==> src/rtl/uart_pkg.sv <==
// Shared types for the UART transmit scheduler and its arbiter.
package uart_pkg;

  typedef enum logic [1:0] {
    IDLE   = 2'd0,
    CONFIG = 2'd1,
    STREAM = 2'd2
  } sched_state_e;

  typedef struct packed {
    logic en;
    logic odd;
  } parity_cfg_t;

  localparam parity_cfg_t PARITY_NONE = parity_cfg_t'(2'b00);

endpackage

==> src/rtl/uart_rr_pick.sv <==
// Combinational rotate-priority picker: the first requester after last_gnt wins.
module uart_rr_pick #(
  parameter int N_PORTS = 4,
  parameter int PTR_W   = $clog2(N_PORTS)
) (
  input  logic [N_PORTS-1:0] req,
  input  logic [PTR_W-1:0]   last_gnt,
  output logic [N_PORTS-1:0] gnt_onehot,
  output logic [PTR_W-1:0]   gnt_idx,
  output logic               any
);

  int               scan;
  logic [PTR_W-1:0] cand;

  // Walk the ports in wrap-around order starting just after last_gnt.
  always_comb begin
    gnt_onehot = '0;
    gnt_idx    = '0;
    any        = 1'b0;
    scan       = 0;
    cand       = '0;
    for (int k = 1; k <= N_PORTS; k++) begin
      scan = (int'(last_gnt) + k) % N_PORTS;
      cand = PTR_W'(scan);
      if (!any && req[cand]) begin
        any              = 1'b1;
        gnt_idx          = cand;
        gnt_onehot[cand] = 1'b1;
      end
    end
  end

endmodule

==> src/rtl/uart_tx_scheduler.sv <==
// Message-atomic round-robin scheduler sharing one uart_tx among N_PORTS
// byte-stream requesters; reprograms transmitter parity only while it is idle.
module uart_tx_scheduler
  import uart_pkg::*;
#(
  parameter int N_PORTS        = 4,
  parameter int TIMEOUT_CYCLES = 16384,
  parameter int PTR_W          = $clog2(N_PORTS),
  parameter int CNT_W          = $clog2(TIMEOUT_CYCLES + 1)
) (
  input  logic                 clk,
  input  logic                 reset_n,
  input  logic [N_PORTS-1:0]   req_valid,
  output logic [N_PORTS-1:0]   req_ready,
  input  logic [8*N_PORTS-1:0] req_data,
  input  logic [N_PORTS-1:0]   req_last,
  input  logic [N_PORTS-1:0]   port_parity_en,
  input  logic [N_PORTS-1:0]   port_parity_odd,
  output logic                 tx_in_valid,
  input  logic                 tx_in_ready,
  output logic [7:0]           tx_in_data,
  output logic                 tx_parity_en,
  output logic                 tx_parity_odd,
  input  logic                 tx_busy,
  output logic [N_PORTS-1:0]   grant,
  output logic                 timeout_pulse,
  output logic [PTR_W-1:0]     timeout_port
);

  sched_state_e       state_q, state_d;
  logic [N_PORTS-1:0] grant_q, grant_d;
  logic [PTR_W-1:0]   sel_q, sel_d;
  logic [PTR_W-1:0]   last_gnt_q, last_gnt_d;
  logic [CNT_W-1:0]   cnt_q, cnt_d;
  parity_cfg_t        par_q, par_d;
  parity_cfg_t        sel_cfg;
  logic [PTR_W-1:0]   tport_q, tport_d;
  logic               hs;

  logic [N_PORTS-1:0] pick_onehot;
  logic [PTR_W-1:0]   pick_idx;
  logic               pick_any;

  uart_rr_pick #(
    .N_PORTS (N_PORTS),
    .PTR_W   (PTR_W)
  ) u_pick (
    .req        (req_valid),
    .last_gnt   (last_gnt_q),
    .gnt_onehot (pick_onehot),
    .gnt_idx    (pick_idx),
    .any        (pick_any)
  );

  assign sel_cfg       = '{en: port_parity_en[sel_q], odd: port_parity_odd[sel_q]};
  assign grant         = grant_q;
  assign tx_parity_en  = par_q.en;
  assign tx_parity_odd = par_q.odd;
  assign timeout_port  = tport_q;

  // State and control registers; reset returns priority to port 0.
  always_ff @(posedge clk or negedge reset_n) begin
    if (!reset_n) begin
      state_q    <= IDLE;
      grant_q    <= '0;
      sel_q      <= '0;
      last_gnt_q <= PTR_W'(N_PORTS - 1);
      cnt_q      <= '0;
      par_q      <= PARITY_NONE;
      tport_q    <= '0;
    end else begin
      state_q    <= state_d;
      grant_q    <= grant_d;
      sel_q      <= sel_d;
      last_gnt_q <= last_gnt_d;
      cnt_q      <= cnt_d;
      par_q      <= par_d;
      tport_q    <= tport_d;
    end
  end

  // Next-state logic and the zero-latency pass-through of the granted port.
  always_comb begin
    state_d       = state_q;
    grant_d       = grant_q;
    sel_d         = sel_q;
    last_gnt_d    = last_gnt_q;
    cnt_d         = cnt_q;
    par_d         = par_q;
    tport_d       = tport_q;
    tx_in_valid   = 1'b0;
    tx_in_data    = '0;
    req_ready     = '0;
    timeout_pulse = 1'b0;
    hs            = 1'b0;
    unique case (state_q)
      IDLE: begin
        if (pick_any) begin
          grant_d = pick_onehot;
          sel_d   = pick_idx;
          state_d = CONFIG;
        end
      end
      CONFIG: begin
        // Matching parity costs one cycle; otherwise wait for the line to go quiet.
        if (sel_cfg == par_q) begin
          state_d = STREAM;
        end else if (!tx_busy) begin
          par_d   = sel_cfg;
          state_d = STREAM;
        end
      end
      STREAM: begin
        tx_in_valid = req_valid[sel_q];
        tx_in_data  = req_data[{sel_q, 3'b000} +: 8];
        req_ready   = grant_q & {N_PORTS{tx_in_ready}};
        hs          = req_valid[sel_q] & tx_in_ready;
        if (hs) begin
          cnt_d = '0;
          if (req_last[sel_q]) begin
            last_gnt_d = sel_q;
            grant_d    = '0;
            state_d    = IDLE;
          end
        end else if (!req_valid[sel_q]) begin
          // A requester that goes silent mid-message loses the transmitter.
          if (cnt_q == CNT_W'(TIMEOUT_CYCLES - 1)) begin
            timeout_pulse = 1'b1;
            tport_d       = sel_q;
            last_gnt_d    = sel_q;
            grant_d       = '0;
            cnt_d         = '0;
            state_d       = IDLE;
          end else begin
            cnt_d = cnt_q + CNT_W'(1);
          end
        end
      end
      default: state_d = IDLE;
    endcase
  end

endmodule

==> config.mk <==
export PLATFORM = sky130hd
export DESIGN_NAME = uart_tx_scheduler
export DESIGN_NICKNAME = d
export VERILOG_FILES = /design/src/rtl/uart_pkg.sv /design/src/rtl/uart_rr_pick.sv /design/src/rtl/uart_tx_scheduler.sv
export SDC_FILE = /design/constraint.sdc
export NUM_CORES = 1
export LEC_CHECK = 0
export ABC_CLOCK_PERIOD_IN_PS = 8200
export BUFFER_PORTS_ARGS = -buffer_cell sky130_fd_sc_hd__buf_2
export CAP_MARGIN = 20
export CORE_UTILIZATION = 45
export DETAILED_ROUTE_END_ITERATION = 7
export PLACE_DENSITY = 0.81
export SYNTH_ARGS = -nofsm -noshare
export SYNTH_HDL_FRONTEND = slang
export SYNTH_SLANG_ARGS = --single-unit
==> constraint.sdc <==
create_clock -name clk -period 8.2 [get_ports clk]
set_input_delay 1.23 -clock clk [delete_from_list [all_inputs] [get_ports clk]]
set_output_delay 1.23 -clock clk [all_outputs]
set_load 0.01 [all_outputs]
==> results.cfg <==
[sta]
timing_max_transition_violations_final = 0
maxSlewHeadroom = 0.331
finalSetupViolations = 0
timing.final.hold_violations = 0
layout_worst_path_cycle_share = 0.464
grt_setup_unrepaired = false
finalCriticalPeriod_ns = 3.80
final.setup_skew_ns = 0.00991
worstMarginPinSlew_ns = 0.998
fin_tns_setup_ns = 0
maxClockFrequency_mhz = 263

[clock_network]
clockBufferDepth = 2
post_cts_buffers = 0
ctsHoldBuffers = 0
clk_root_buffer_cell = sky130_fd_sc_hd__clkbuf_8
htree_levels = 2
clock_latency_at_the_later_pin_of_the_worst_skew_pair_ns = 0.28
clock_sinks = 29
ctsResizeCount = 0
clk_pin_slew_worst_paths_ns = 0.06
cts-buffers-inserted = 5
tritoncts = done

[global_route]
grt_pass1_wl_um = 9180
pin_count_of_the_biggest_net_entering_global_routing = 30
vias_in_the_first_global_route = 1979
globalRouteTotalUtil = 0.226
antenna_found_initial = 0
grt_remaining_overflow = 0

[floorplan]
num_io_pins = 74
dieWidth_um = 72.4
floorplan.rows = 25
initial_core_util = 0.468
die_h_um = 72.4
placeable_core_region_mm2 = 0.00475
design.die.area_mm2 = 0.00523

[critical_path]
crit_path_start_kind = input pin
crit_path_end_kind = output pin
critical_path_required_ns = 6.97
reg2reg_slack_ns = 5.28
timing.reg2reg.worst_path_depth = 4
critical_path.reg2reg.endpoint = cnt_q[6]
timing_worst_setup_path_type = in -> out
timing.critical_path.to = timeout_pulse
worstReg2RegStart = sel_q[1]
worst_setup_path_startpoint = req_valid[3]
worst-path-max-fanout = 9
critical_path_arrival_ns = 2.57

[yosys]
synth.yosys.warnings = 0
postSynthAreaPerCell_um2 = 9.94
synthesis.instances = 224
post_synth_instance_area_mm2 = 0.00223
yosysTopAreaCellShare = 0.303
synth_seq_cells = 29
yosysTopAreaCell = sky130_fd_sc_hd__dfrtp_1
share_of_the_yosys_chip_area_belonging_to_registers = 0.327
post_synth_main_area_contributors = sky130_fd_sc_hd__dfrtp_1, sky130_fd_sc_hd__mux4_2, sky130_fd_sc_hd__ha_1
synth.lib_cells_used.distinct = 47
syn-num-nets = 285

[route]
vias = 2062
post-route-drc-count = 0
remaining_antenna_violation_count = 0
firstDrtPassIters = 5
total_routed_wirelength_um = 5400
vias_per_cell = 5.70
average_wire_per_standard_cell_um = 14.9
drt_first_iter_violations = 208

[final_layout]
drive_above_1_share = 0.373
fillerInstances = 424
nets = 355
num_antenna_cells = 0
layout-area-overhead-vs-synth_pct = 22.5
utilization = 0.574

[run]
maxCapViolations = 0

[power]
power.leakage_uw = 0.00129
powerDensity_mw_per_mm2 = 300
peakVddDrop_mv = 0.221

[place]
placement.io_buffers = 73
place.gp.congestion = 0.854
dpl.hpwl_um = 4090

[worst_hold_path]
holdCritPathClass = reg -> reg

[status]
status = complete, no violations
==> per-layer routing <==
metal / vias to the layer above / wire length [um] / track usage / share of wire
li1: 996 / - / - / -
met2: 46 / 2790 / 0.383 / 0.52
met3: 6 / 175 / 0.0472 / 0.032
met4: 0 / 56 / 0.0741 / 0.010
met5: - / 0 / 0 / 0
met1: 1014 / 2390 / 0.288 / 0.44
==> cells in the final DEF (no fill, tap or decap), drive strengths merged, types with 8 or more instances in the layout <==
| cell | Yosys | routed |
|---|---|---|
| o21ai | 11 | 11 |
| mux2 | 9 | 9 |
| a31oi | 14 | 14 |
| nand2 | 19 | 19 |
| nor2 | 14 | 14 |
| a21oi | 8 | 8 |
| and2 | 12 | 12 |
| clkbuf | 7 | 8 |
| buf | 4 | 74 |
| nand3 | 8 | 8 |
| mux4 | 13 | 13 |
| ha | 9 | 9 |
| dfrtp | 27 | 27 |
==> kinds of logic (layout without fill, tap and decap cells) <==
logic type	after synthesis	count (layout)	share of synthesized area
fa+ha+maj	9	9	0.0506
xor+xnor	2	2	0.00787
buf+inv	16	87	0.0292
simple gates	82	82	0.205
compound gates	59	59	0.181
mux	27	27	0.199
flops	29	29	0.327
==> worst max-delay path, stage by stage <==
cell and delay (ns):
sky130_fd_sc_hd__buf_2 0.15, sky130_fd_sc_hd__mux4_2 0.55, sky130_fd_sc_hd__nand2b_1 0.25, sky130_fd_sc_hd__nor4_1 0.21, sky130_fd_sc_hd__buf_2 0.17
==> where the power goes <==
part           leakage [uW]  internal [uW]  switching [uW]
sequential         0.000364            189            83.3
clock             0.0000455           68.3            52.1
combinational      0.000882            217             209
total               0.00129            475             345
==> metrics by stage <==
stage          hold WS [ns]  power [uW]  setup slack (ns)  area (um2)  std cells
2_1_floorplan         0.467         581              4.46        2230        224
3_3_place_gp          0.482         681              4.41        2630        353
3_5_place_dp          0.499         696              4.37        2630        353
4_1_cts               0.511         821              4.37        2720        361
5_1_grt               0.533         885              4.29        2730        362
6_report              0.513         819              4.40        2730        362
==> layout make-up <==
type | instances | area, um2 | area share
clock buffers | 8 | 90.1 | 0.0330
inverters | 5 | 18.8 | 0.00688
multi-input cells | 179 | 1430 | 0.526
flip-flops and latches | 29 | 728 | 0.267
well taps | 67 | 83.8 | 0.0307
repair buffers | 74 | 373 | 0.137
==> state kept, by name, indices dropped and copies added (netlist names) <==
| register | count |
|---|---|
| cnt_q | 15 |
| grant | 4 |
| last_gnt_q | 2 |
| sel_q | 2 |
| state_q | 2 |
| timeout_port | 2 |
| tx_parity_en | 1 |
| tx_parity_odd | 1 |
==> synth_stat cells, drive strengths merged <==
library cell and number:
xnor2 2, a41oi 1, nor4b 1, and4 1
dfrtp 27, nor3 2, mux4 13, clkbuf 7
inv 5, nand2b 7, nand2 19, o21ai 11
and3 5, a21boi 1, or2 1, a211o 3
a211oi 3, nand4 2, nor2b 3, nand4b 1
dfstp 2, a21o 1, a221o 4, o31ai 3
mux2 9, nand3 8, a221oi 4, nor4 2
ha 9, buf 4, o211ai 1, and3b 1
nand3b 1, nor3b 1, and2 12, mux2i 5
or3b 1, o22ai 2, o311ai 1, a21oi 8
nor2 14, a31oi 14, a22o 2
==> how the worst min path moves through the flow <==
stage / start / end / slack (ns) / cells past startpoint
detailed placement: timeout_port[0] / timeout_port[0] / 0.50 / 1
CTS: cnt_q[7] / cnt_q[7] / 0.51 / 1
finish: cnt_q[7] / cnt_q[7] / 0.51 / 1
global route: timeout_port[1] / timeout_port[1] / 0.53 / 1
global placement: timeout_port[1] / timeout_port[1] / 0.48 / 1
floorplan: cnt_q[7] / cnt_q[7] / 0.47 / 1
Note: power is estimated with default switching activity, not from simulation.
